==> src/rtl/exec_pkg.sv <==
// Shared types for the execute-issue slice: unit codes, stage-1 register and
// writeback FIFO entry layouts.
package exec_pkg;

    localparam int unsigned XLEN_DEF = 32;
    localparam int unsigned RD_W     = 5;
    localparam int unsigned FUNCT_W  = 4;

    typedef enum logic [1:0] {
        UNIT_LOGIC = 2'd0,
        UNIT_ARITH = 2'd1,
        UNIT_RSVD2 = 2'd2,
        UNIT_RSVD3 = 2'd3
    } unit_e;

    typedef struct packed {
        logic [RD_W-1:0]     rd;
        logic [XLEN_DEF-1:0] data;
        logic                err;
    } wb_entry_t;

    typedef struct packed {
        unit_e               unit;
        logic [FUNCT_W-1:0]  funct;
        logic [XLEN_DEF-1:0] op1;
        logic [XLEN_DEF-1:0] op2;
        logic [RD_W-1:0]     rd;
    } s1_t;

    function automatic logic unit_is_rsvd(input unit_e u);
        return (u == UNIT_RSVD2) || (u == UNIT_RSVD3);
    endfunction

endpackage

==> src/rtl/exec_wb_fifo.sv <==
// Writeback FIFO: circular buffer with occupancy count, async reset and
// synchronous flush that dominates push/pop.
module exec_wb_fifo
    import exec_pkg::*;
#(
    parameter int unsigned DEPTH = 4
) (
    input  logic                     clk_i,
    input  logic                     rst_i,
    input  logic                     flush_i,
    input  logic                     push_i,
    input  wb_entry_t                push_data_i,
    input  logic                     pop_i,
    output wb_entry_t                head_o,
    output logic [$clog2(DEPTH):0]   count_o
);

    localparam int unsigned PW = $clog2(DEPTH);

    logic [PW-1:0] rd_ptr;
    logic [PW-1:0] wr_ptr;
    logic [PW:0]   count;
    wb_entry_t     mem [DEPTH];
    logic          do_pop;

    assign do_pop = pop_i && (count != '0);

    always_ff @(posedge clk_i or posedge rst_i) begin
        if (rst_i) begin
            rd_ptr <= '0;
            wr_ptr <= '0;
            count  <= '0;
        end else if (flush_i) begin
            rd_ptr <= '0;
            wr_ptr <= '0;
            count  <= '0;
        end else begin
            if (push_i) begin
                wr_ptr <= wr_ptr + 1'b1;
            end
            if (do_pop) begin
                rd_ptr <= rd_ptr + 1'b1;
            end
            case ({push_i, do_pop})
                2'b10:   count <= count + 1'b1;
                2'b01:   count <= count - 1'b1;
                default: count <= count;
            endcase
        end
    end

    // Storage carries no reset; an empty FIFO presents an all-zero head instead.
    always_ff @(posedge clk_i) begin
        if (push_i && !flush_i) begin
            mem[wr_ptr] <= push_data_i;
        end
    end

    assign head_o  = (count != '0) ? mem[rd_ptr] : '0;
    assign count_o = count;

endmodule

==> src/rtl/exec_issue.sv <==
// Execute-unit issue stage: registers decoded ops toward the logical and
// arithmetic units, captures the selected result and queues it for writeback.
module exec_issue
    import exec_pkg::*;
#(
    parameter int unsigned DEPTH = 4,
    parameter int unsigned XLEN  = XLEN_DEF
) (
    input  logic            clk_i,
    input  logic            rst_i,
    input  logic            flush_i,
    input  logic            dec_valid_i,
    output logic            dec_ready_o,
    input  logic [1:0]      dec_unit_i,
    input  logic [3:0]      dec_funct_i,
    input  logic [XLEN-1:0] dec_op1_i,
    input  logic [XLEN-1:0] dec_op2_i,
    input  logic [4:0]      dec_rd_i,
    output logic [3:0]      funct_o,
    output logic [XLEN-1:0] op1_o,
    output logic [XLEN-1:0] op2_o,
    output logic            logic_sel_o,
    output logic            arith_sel_o,
    input  logic [XLEN-1:0] logic_res_i,
    input  logic [XLEN-1:0] arith_res_i,
    output logic            wb_valid_o,
    input  logic            wb_ready_i,
    output logic [4:0]      wb_rd_o,
    output logic [XLEN-1:0] wb_data_o,
    output logic            wb_err_o
);

    localparam int unsigned CW = $clog2(DEPTH) + 1;

    s1_t           s1;
    logic          s1_valid;
    logic          accept;
    logic          push;
    logic          pop;
    wb_entry_t     cap;
    wb_entry_t     head;
    logic [CW-1:0] count;
    logic [CW:0]   credit_used;

    // The entry already in s1 holds a slot; a same-cycle pop is not credited.
    assign credit_used = {1'b0, count} + {{CW{1'b0}}, s1_valid};
    assign dec_ready_o = !rst_i && !flush_i && (credit_used < (CW+1)'(DEPTH));
    assign accept      = dec_valid_i && dec_ready_o;

    always_ff @(posedge clk_i or posedge rst_i) begin
        if (rst_i) begin
            s1       <= '0;
            s1_valid <= 1'b0;
        end else if (flush_i) begin
            s1_valid <= 1'b0;
        end else begin
            s1_valid <= accept;
            if (accept) begin
                s1.unit  <= unit_e'(dec_unit_i);
                s1.funct <= dec_funct_i;
                s1.op1   <= dec_op1_i;
                s1.op2   <= dec_op2_i;
                s1.rd    <= dec_rd_i;
            end
        end
    end

    assign funct_o     = s1.funct;
    assign op1_o       = s1.op1;
    assign op2_o       = s1.op2;
    assign logic_sel_o = s1_valid && (s1.unit == UNIT_LOGIC);
    assign arith_sel_o = s1_valid && (s1.unit == UNIT_ARITH);

    always_comb begin
        cap    = '0;
        cap.rd = s1.rd;
        case (s1.unit)
            UNIT_LOGIC: cap.data = logic_res_i;
            UNIT_ARITH: cap.data = arith_res_i;
            default:    cap.err  = unit_is_rsvd(s1.unit);
        endcase
    end

    // Results for x0 are discarded unless they carry an error flag.
    assign push = s1_valid && !flush_i && ((s1.rd != '0) || cap.err);
    assign pop  = wb_valid_o && wb_ready_i;

    exec_wb_fifo #(
        .DEPTH (DEPTH)
    ) u_wb_fifo (
        .clk_i       (clk_i),
        .rst_i       (rst_i),
        .flush_i     (flush_i),
        .push_i      (push),
        .push_data_i (cap),
        .pop_i       (pop),
        .head_o      (head),
        .count_o     (count)
    );

    assign wb_valid_o = (count != '0);
    assign wb_rd_o    = head.rd;
    assign wb_data_o  = head.data;
    assign wb_err_o   = head.err;

endmodule

==> config.mk <==
export PLATFORM = sky130hd
export DESIGN_NAME = exec_issue
export DESIGN_NICKNAME = d
export VERILOG_FILES = /design/src/rtl/exec_pkg.sv /design/src/rtl/exec_wb_fifo.sv /design/src/rtl/exec_issue.sv
export SDC_FILE = /design/constraint.sdc
export NUM_CORES = 1
export LEC_CHECK = 0
export ABC_CLOCK_PERIOD_IN_PS = 5800
export BUFFER_PORTS_ARGS = -buffer_cell sky130_fd_sc_hd__buf_4
export CAP_MARGIN = 10
export CORE_MARGIN = 3
export CORE_UTILIZATION = 30
export CTS_BUF_LIST = sky130_fd_sc_hd__clkbuf_8
export DETAILED_ROUTE_END_ITERATION = 7
export HOLD_SLACK_MARGIN = 0.06
export MAX_ROUTING_LAYER = met4
export SLEW_MARGIN = 5
export SYNTH_ARGS = -nofsm -noshare
export SYNTH_HDL_FRONTEND = slang
export SYNTH_SLANG_ARGS = --single-unit
==> constraint.sdc <==
create_clock -name clk_i -period 5.8 [get_ports clk_i]
set_input_delay 0.87 -clock clk_i [delete_from_list [all_inputs] [get_ports clk_i]]
set_output_delay 0.87 -clock clk_i [all_outputs]
set_load 0.01 [all_outputs]
=== Word level (Yosys, flattened, before mapping) ===
Memory sizes are Yosys's and may differ from the RTL's.
Index checks and enable logic that the tools add are counted.

* Register bits: 83
* RAM bits: 152
* Input bits: 144
* Memories: 1

* Add/sub/neg operators: 5
* $lt $le $gt $ge: 1
* Equal/unequal tests: 5
* Mux-type cells: 12
* Bitwise operators: 1
* Reduce and logical (&&, ||, !) cells: 22

{| class="wikitable"
|+ Memory list
! memory !! words !! bits a word !! rd ports !! clocked after Yosys merged registers in !! write ports !! RTL line !! source
|-
| u_wb_fifo.mem || 4 || 38 || 1 || 0 || 1 || exec_wb_fifo.sv:23 || <nowiki>wb_entry_t mem [DEPTH];</nowiki>
|}

{| class="wikitable"
|+ Operators by type and width
! kind !! count
|-
| one-hot mux 32 bit (2 select lines) || 1
|-
| 2-to-1 mux 38 bit || 1
|-
| logical AND 1 bit || 10
|-
| 2-to-1 mux 2 bit || 4
|-
| == test 2 bit, second input constant || 3
|-
| one-hot mux 3 bit (2 select lines) || 1
|-
| nonzero test 3 bit || 2
|-
| nonzero test 5 bit || 1
|-
| adder 2 x 1 -> 2 bit, second input constant || 2
|-
| adder 3 x 1 -> 4 bit || 1
|-
| == test 2 x 1 -> 1 bit, second input constant || 2
|-
| < comparator 4 x 3 -> 1 bit, second input constant || 1
|-
| 2-to-1 mux 1 bit || 4
|-
| nonzero test 2 bit || 2
|-
| adder 3 x 1 -> 3 bit, second input constant || 1
|-
| 2-to-1 mux 3 bit || 1
|-
| subtractor 3 x 1 -> 3 bit, second input constant || 1
|-
| zero test 1 bit || 2
|-
| zero test 2 bit || 1
|-
| logical OR 1 bit || 2
|-
| AND reduction 2 bit || 1
|-
| OR reduction 2 bit || 1
|-
| NOT 1 bit || 1
|}

=== Logic depth before layout (Yosys ltp) ===
Gate-level depths: netlist of run 1.

* Depth after elaboration: 8
* Depth in mapped cells: 8

=== Cells and area by module ===
From an unflattened synthesis of run 1, not the netlist that was laid out.

* Cell total of the unflattened synthesis: 606
* Area, all modules: 10381.2 µm²

{| class="wikitable"
|+ By module, submodules not included
! module !! instances !! cells an instance !! area each (µm²) !! sequential area each (µm²)
|-
| exec_wb_fifo || 1 || 293 || 6289.8 || 4739.5
|-
| exec_issue || 1 || 313 || 4091.4 || 1901.8
|}

=== Least setup slack after synthesis of run 1 ===
Ideal clock, no wire load.

* Path type: input -> register
* From: input port flush_i
* To: memory u_wb_fifo.mem[3][0] (netlist name) (enable)
* Arrival time: 4.185 ns
* Required time: 5.297 ns
* Path slack: 1.112 ns
* Stages: 3
* Path buffers: 1
* Cell sequence: clkbuf_1 nand2b_1 a311oi_1

* Longest elaborated chain between the ends: 6

{| class="wikitable"
|+ Ends and longest elaborated chain
! element !! RTL line !! source
|-
| from (decl) || exec_issue.sv:11 || <nowiki>input logic flush_i,</nowiki>
|-
| zero test 1 bit (*) || exec_wb_fifo.sv:54, exec_issue.sv:85 ||
|-
| logical AND 1 bit (2 in a row) || exec_issue.sv:85 || <nowiki>assign push = s1_valid && !flush_i && ((s1.rd != '0) || cap.err);</nowiki>
|-
| logical AND 1 bit (*) || exec_wb_fifo.sv:54 || <nowiki>if (push_i && !flush_i) begin</nowiki>
|-
| 2-to-1 mux 1 bit (*) || exec_wb_fifo.sv:54 ||
|-
| 2-to-1 mux 1 bit (not written as such) (*) || exec_wb_fifo.sv:55 || <nowiki>mem[wr_ptr] <= push_data_i;</nowiki>
|-
| to (decl) || exec_wb_fifo.sv:23 ||
|}

Every way passes the cells marked *; elsewhere a longest branch is shown, timed or not.

=== Worst setup path in the final report of run 1 ===
* From: register u_wb_fifo.rd_ptr[0]
* To: output port wb_data_o[25]

* Longest elaborated chain between the ends: 2

{| class="wikitable"
|+ Ends and longest elaborated chain
! element !! RTL line !! source
|-
| from (decl) || exec_wb_fifo.sv:20 || <nowiki>logic [PW-1:0] rd_ptr;</nowiki>
|-
| from (signal assigned) || exec_wb_fifo.sv:42 || <nowiki>rd_ptr <= rd_ptr + 1'b1;</nowiki>
|-
| memory (4 x 38 bit) || n/a ||
|-
| 2-to-1 mux 38 bit || exec_wb_fifo.sv:59 || <nowiki>assign head_o = (count != '0) ? mem[rd_ptr] : '0;</nowiki>
|-
| to (decl) || exec_issue.sv:29 || <nowiki>output logic [XLEN-1:0] wb_data_o,</nowiki>
|}

Every way passes these cells.

==> flow_summary.ini, run 1 <==
[drt]
ant_nets = 0
drtPass1Iterations = 4
drc = 0
wl_microns = 23300
wl_per_cell_microns = 18.2
vias_per_cell = 4.34
drt_iter0_drc = 232
vias = 5568

[finish]
syn2layout_area_growth_pct = 26.2
instances_no_fill = 1282
drive_gt1_frac = 0.526
fin_util = 0.390
nNetsFinal = 956
n_antenna_cell = 0
nFillCells = 3155
seqCellArea_sq_mm = 0.00665
multi_input_area_sq_mm = 0.00289

[grt]
antenna_found_initial = 0
grt_pass1_wl_microns = 35300
grt_use_total = 0.130
grt_pass1_vias = 6262
overflow = 0
grt_max_degree = 52

[synthesis]
ys_types = 32
synthXorXnorAreaFrac = 0.00343
synth_compound_area_frac = 0.00503
synth_top_family_by_area = multiplexers
synth_mux_area_frac = 0.217
ys_seq_area_frac = 0.651
synth-simple-area-share = 0.0478
syn_avg_cell_area_sq_um = 17.0
synth_edf_count = 152
ys_warn_count = 0
synth_area_sq_mm = 0.0102
synth.net_count = 748
netlist_instances = 599
synthAdderAreaFrac = 0.00687
ys_ff_latch = 235
synth_ff_type = edfxtp_1
ys_async_sr_fraction = 0.353

[critical_path]
required_ps = 4930
regToRegEndpoint = u_wb_fifo.mem[0][7]$_DFFE_PP_
startpoint_type = register
crit_buf_inv = 2
crit_family = flip-flops
slowest_stage = dfrtp_2
ff2ff_path_depth = 4
crit_path_frequent_cell = buf_4
critPathArrivalTime_ps = 2820
r2r_start = s1[74]$_DFFE_PP0P_
r2r_setup_slack_ps = 3120
cp_cell_sequence = buf_4, mux4_2, and2_1, buf_4
max_stage_delay_ps = 920
cp_max_fo = 24
end_kind = primary output
worstSetupPathType = register to primary output

[sta]
period_share = 0.636
period_minus_slack_ps = 3690
setup_violations = 0
maxSlewHeadroom = 0.374
finalHoldViolations = 0
finClkSkew_ps = 23.5
maxSlewViolCount = 0
tns_ps = 0
hold_slack_ps = 506
max_freq_ghz = 0.271
rsz0062_at_grt = no
worstMarginPinSlew_ps = 937

[clocking]
insertion_delay_ps = 530
htree_num_levels = 2
cts_buffers = 42
cts.clk_slew.worst_paths_ps = 60
clkSinkCount = 235
cts_buffer_depth = 3
cts-root-buf = clkbuf_8
cts_setup_buffers = 0
cts_hold_buf = 0
postCtsResizedCells = 0
cts_tree = built

[die]
dieArea_sq_mm = 0.0363
start_util = 0.309
rows = 66
core_area_sq_mm = 0.0330
ios = 254
die_x_microns = 190
die_h_microns = 190

[outcome]
status = finished clean

[power_and_ir_drop]
ir_drop_uv = 252
p_per_area_mw_per_mm2 = 445
p_leak_nw = 5.39

[hold_path]
min_path_cells = 1
hold_path_end = funct_o[0]$_DFFE_PP0P_
min-delay-start = funct_o[0]$_DFFE_PP0P_
hp-class = register to register

[run]
drv_cap = 0

[place]
port_buffers = 253
placed_cells = 1205
dp_hpwl_microns = 15100
gp_congestion = 0.723
==> power by group <==
group	internal [mW]	switching (mW)	total, mW
logic	1.07	0.851	1.92
clock network	0.774	0.654	1.43
registers	2.13	0.256	2.38
==> Yosys cell counts, types with 3 or more instances <==
cell	n	share of area
mux2_2	36	0.040
inv_1	6	0.0022
nor2_1	42	0.015
dfrtp_1	83	0.20
and2_1	42	0.026
nand2b_1	4	0.0025
mux4_2	38	0.084
buf_2	11	0.0054
buf_1	3	0.0011
mux2_4	39	0.057
buf_4	68	0.050
clkbuf_1	12	0.0044
buf_6	5	0.0055
edfxtp_1	152	0.45
ha_1	4	0.0049
mux2i_1	36	0.035
==> area by class of cell <==
type,count,share of cell area
clock buffers,46,0.0492
clock inverters,31,0.0121
inverters,6,0.00185
multi-input cells,259,0.224
flip-flops and latches,235,0.516
well taps,442,0.0430
repair buffers,263,0.153
==> how the worst max path moves through the flow <==
stage | start | endpoint | slack [ps] | depth (start not counted)
6_report | u_wb_fifo.rd_ptr[0]$_DFFE_PP0P_ | wb_data_o[25] | 2110 | 4
5_1_grt | u_wb_fifo.rd_ptr[0]$_DFFE_PP0P_ | wb_data_o[25] | 1820 | 4
4_1_cts | u_wb_fifo.rd_ptr[0]$_DFFE_PP0P_ | wb_data_o[11] | 1930 | 4
3_5_place_dp | u_wb_fifo.rd_ptr[0]$_DFFE_PP0P_ | wb_data_o[11] | 2530 | 4
3_3_place_gp | u_wb_fifo.rd_ptr[0]$_DFFE_PP0P_ | wb_data_o[25] | 2580 | 4
2_1_floorplan | flush_i | u_wb_fifo.mem[3][0]$_DFFE_PP_ | 1110 | 3
==> logic make-up (layout without fill, tap and decap cells) <==
group,count (synthesis),count (layout)
xor+xnor,4,4
flops,235,235
simple gates,95,95
buf+inv,105,346
compound gates,5,5
mux,150,150
fa+ha+maj,5,5
==> per-stage QoR <==
step	setup WS [ps]	power, mW	cell area (sq um)
CTS	1930	5.87	12900
global route	1820	6.11	12900
global placement	2580	4.38	12100
finish	2110	5.73	12900
floorplan	1110	3.69	10200
detailed placement	2530	4.40	12100
==> layout by cell type (no fill, tap or decap), types with 2 or more instances in the layout <==
cell        n
ha_1        4
mux4_2     38
clkbuf_8   46
clkinv_2    5
and2_2      3
nand2b_1    4
mux2_4     39
mux2_2     36
inv_1      25
nor2_1     42
and2_1     39
edfxtp_1  152
mux2i_1    36
xnor2_1     2
clkinv_1    4
buf_4     263
dfrtp_1    79
dfrtp_2     4
xor2_1      2
==> sequential cells by signal, indices dropped and copies added (netlist names) <==
name and cells:
cap 5, funct_o 4, op1_o 32, op2_o 32, s1 2, s1_valid 1, u_wb_fifo.count_o 3, u_wb_fifo.mem 152
u_wb_fifo.rd_ptr 2, u_wb_fifo.wr_ptr 2
==> worst reg2reg max path, cell delays in order (launching register included) <==
cell	delay, ps
dfrtp_2	930
nor2_1	230
a31oi_1	390
and2_2	210
buf_4	510
==> metal layers <==
layer  GRT usage  up-vias  wire, microns
met5           -        -              0
met4      0.0423        0            569
met1       0.160     2719           9910
li1            -     2548              -
met2       0.206      259          10700
met3      0.0403       42           2100
Note: power is estimated with default switching activity, not from simulation.
==> inputs of run 2 (changes only) <==
ABC_CLOCK_PERIOD_IN_PS = 3200   (was 5800)
clock period = 3.2 ns   (was 5.8 ns; I/O delays follow)
==> run 2 against run 1 <==
Net effect:
- non-clock buffer count is 5 higher
- critical path depth stayed put
- register-to-register slack worse by 2000 ps
- wire length is 1.9% lower
- first-iteration DRC count is 25% lower
- clock power is 80% higher
- sequential cell count stayed put
- combinational power is 87% higher
- worst setup slack worse by 1600 ps
- critical path type unchanged
- largest cell class unchanged
- largest power group unchanged
==> flow_summary.ini, run 2 (synthesis gave the netlist of run 1 again) <==
[grt]
grt_use_total = 0.129
grt_max_degree = 47
overflow = 0
grt_pass1_vias = 6159
antenna_found_initial = 0
grt_pass1_wl_microns = 34900

[finish]
seqCellArea_sq_mm = 0.00665
mostFrequentLayoutCells = 263 x buf_4, 152 x edfxtp_1, 79 x dfrtp_1
nFillCells = 3124
drive_gt1_frac = 0.536
syn2layout_area_growth_pct = 27.1
multi_input_area_sq_mm = 0.00289
final_common_cell = buf_4
largest_register = u_wb_fifo.mem
design_area_sq_mm = 0.0130
nNetsFinal = 961
instances_no_fill = 1284
largest_register_ffs = 152
n_antenna_cell = 0

[critical_path]
max_stage_delay_ps = 580
startpoint_type = register
critPathArrivalTime_ps = 2260
slowest_stage = mux4_2
cp_cell_sequence = buf_4, mux4_2, and2_1, buf_4
r2r_setup_slack_ps = 1170
worstSetupPathType = register to primary output
end_kind = primary output
r2r_start = u_wb_fifo.count_o[1]$_DFFE_PP0P_
required_ps = 2720
cp_max_fo = 26
startpoint = u_wb_fifo.rd_ptr[0]$_DFFE_PP0P_
crit_path_frequent_cell = buf_4

[clocking]
clkSinkCount = 235
insertion_delay_ps = 530
cts_buffer_depth = 3
htree_num_levels = 2
postCtsResizedCells = 0
cts_tree = built
cts_setup_buffers = 0
cts_buffers = 42
cts_hold_buf = 0
cts.clk_slew.worst_paths_ps = 60
cts-root-buf = clkbuf_8

[power_and_ir_drop]
p_int_mw = 7.21
p_sw_frac = 0.306
combPwrFrac = 0.346
ir_drop_uv = 414
clkPwrFrac = 0.247
p_per_area_mw_per_mm2 = 801
p_switching_mw = 3.18
p_leak_nw = 5.40
seqPwrFrac = 0.407

[sta]
maxSlewHeadroom = 0.412
finClkSkew_ps = 31.8
maxSlewViolCount = 0
finalHoldViolations = 0
tns_ps = 0
max_freq_ghz = 0.365
rsz0062_at_grt = no
period_minus_slack_ps = 2740
setup_violations = 0
period_share = 0.857
worstMarginPinSlew_ps = 881

[drt]
wl_microns = 22900
drc = 0
wl_per_cell_microns = 17.8
ant_nets = 0
drtPass1Iterations = 4
vias = 5540
drt_iter0_drc = 175
vias_per_cell = 4.31

[hold_path]
hp-class = input port to asynchronous set/reset pin

[die]
die_x_microns = 190
rows = 66
start_util = 0.309
dieArea_sq_mm = 0.0363
die_h_microns = 190
ios = 254
core_area_sq_mm = 0.0330

[place]
gp_congestion = 0.738
dp_hpwl_microns = 14800
port_buffers = 253
placed_cells = 1210
post_dp_cell_area_sq_mm = 0.0122

[run]
drv_cap = 0

[outcome]
status = finished clean
[run 2: final timing paths]
path	to	depth (start not counted)
worst min-delay path	s1_valid$_DFF_PP0_	2
max in group asynchronous	op1_o[17]$_DFFE_PP0P_	3
worst max-delay path	wb_data_o[10]	4
worst max register to register	u_wb_fifo.count_o[2]$_DFFE_PP0P_	6
worst min register to register	op2_o[0]$_DFFE_PP0P_	1
min in group clk_i	op1_o[5]$_DFFE_PP0P_	2
[run 2: worst max-delay path, delay by kind of cell (launching register included)]
family,cells,cell delay [ps]
AND/OR/NAND/NOR,1,180
buffers and inverters,2,610
flip-flops,1,350
multiplexers,1,580
[run 2: through the flow]
stage               worst slack [ps]  hold WS [ps]  total power [mW]   util
floorplan                        218           481              6.68      -
global placement                 966           489              7.93  0.369
detailed placement               911           494              7.97  0.369
CTS                              348           104              10.6  0.393
global route                     284           128              11.1  0.393
finish                           459           125              10.4  0.393
[run 2: area by class of cell]
type,instances,area share
clock buffers,49,0.0520
clock inverters,25,0.00820
inverters,6,0.00183
multi-input cells,259,0.223
flip-flops and latches,235,0.513
well taps,442,0.0426
repair buffers,268,0.160
[run 2: power groups by stage]
stage          clock network [mW]  logic (mW)  registers [mW]
3_3_place_gp                    0        3.66            4.28
5_1_grt                      2.84        3.92            4.30
6_report                     2.57        3.59            4.23
2_1_floorplan                   0        2.60            4.09
4_1_cts                      2.70        3.69            4.25
3_5_place_dp                    0        3.69            4.28
[run 2: metal layers]
layer	up-vias	wire, microns	track usage
li1	2556	-	-
met1	2698	9820	0.161
met2	245	10500	0.202
met3	41	2040	0.0397
met4	0	497	0.0375
met5	-	0	-
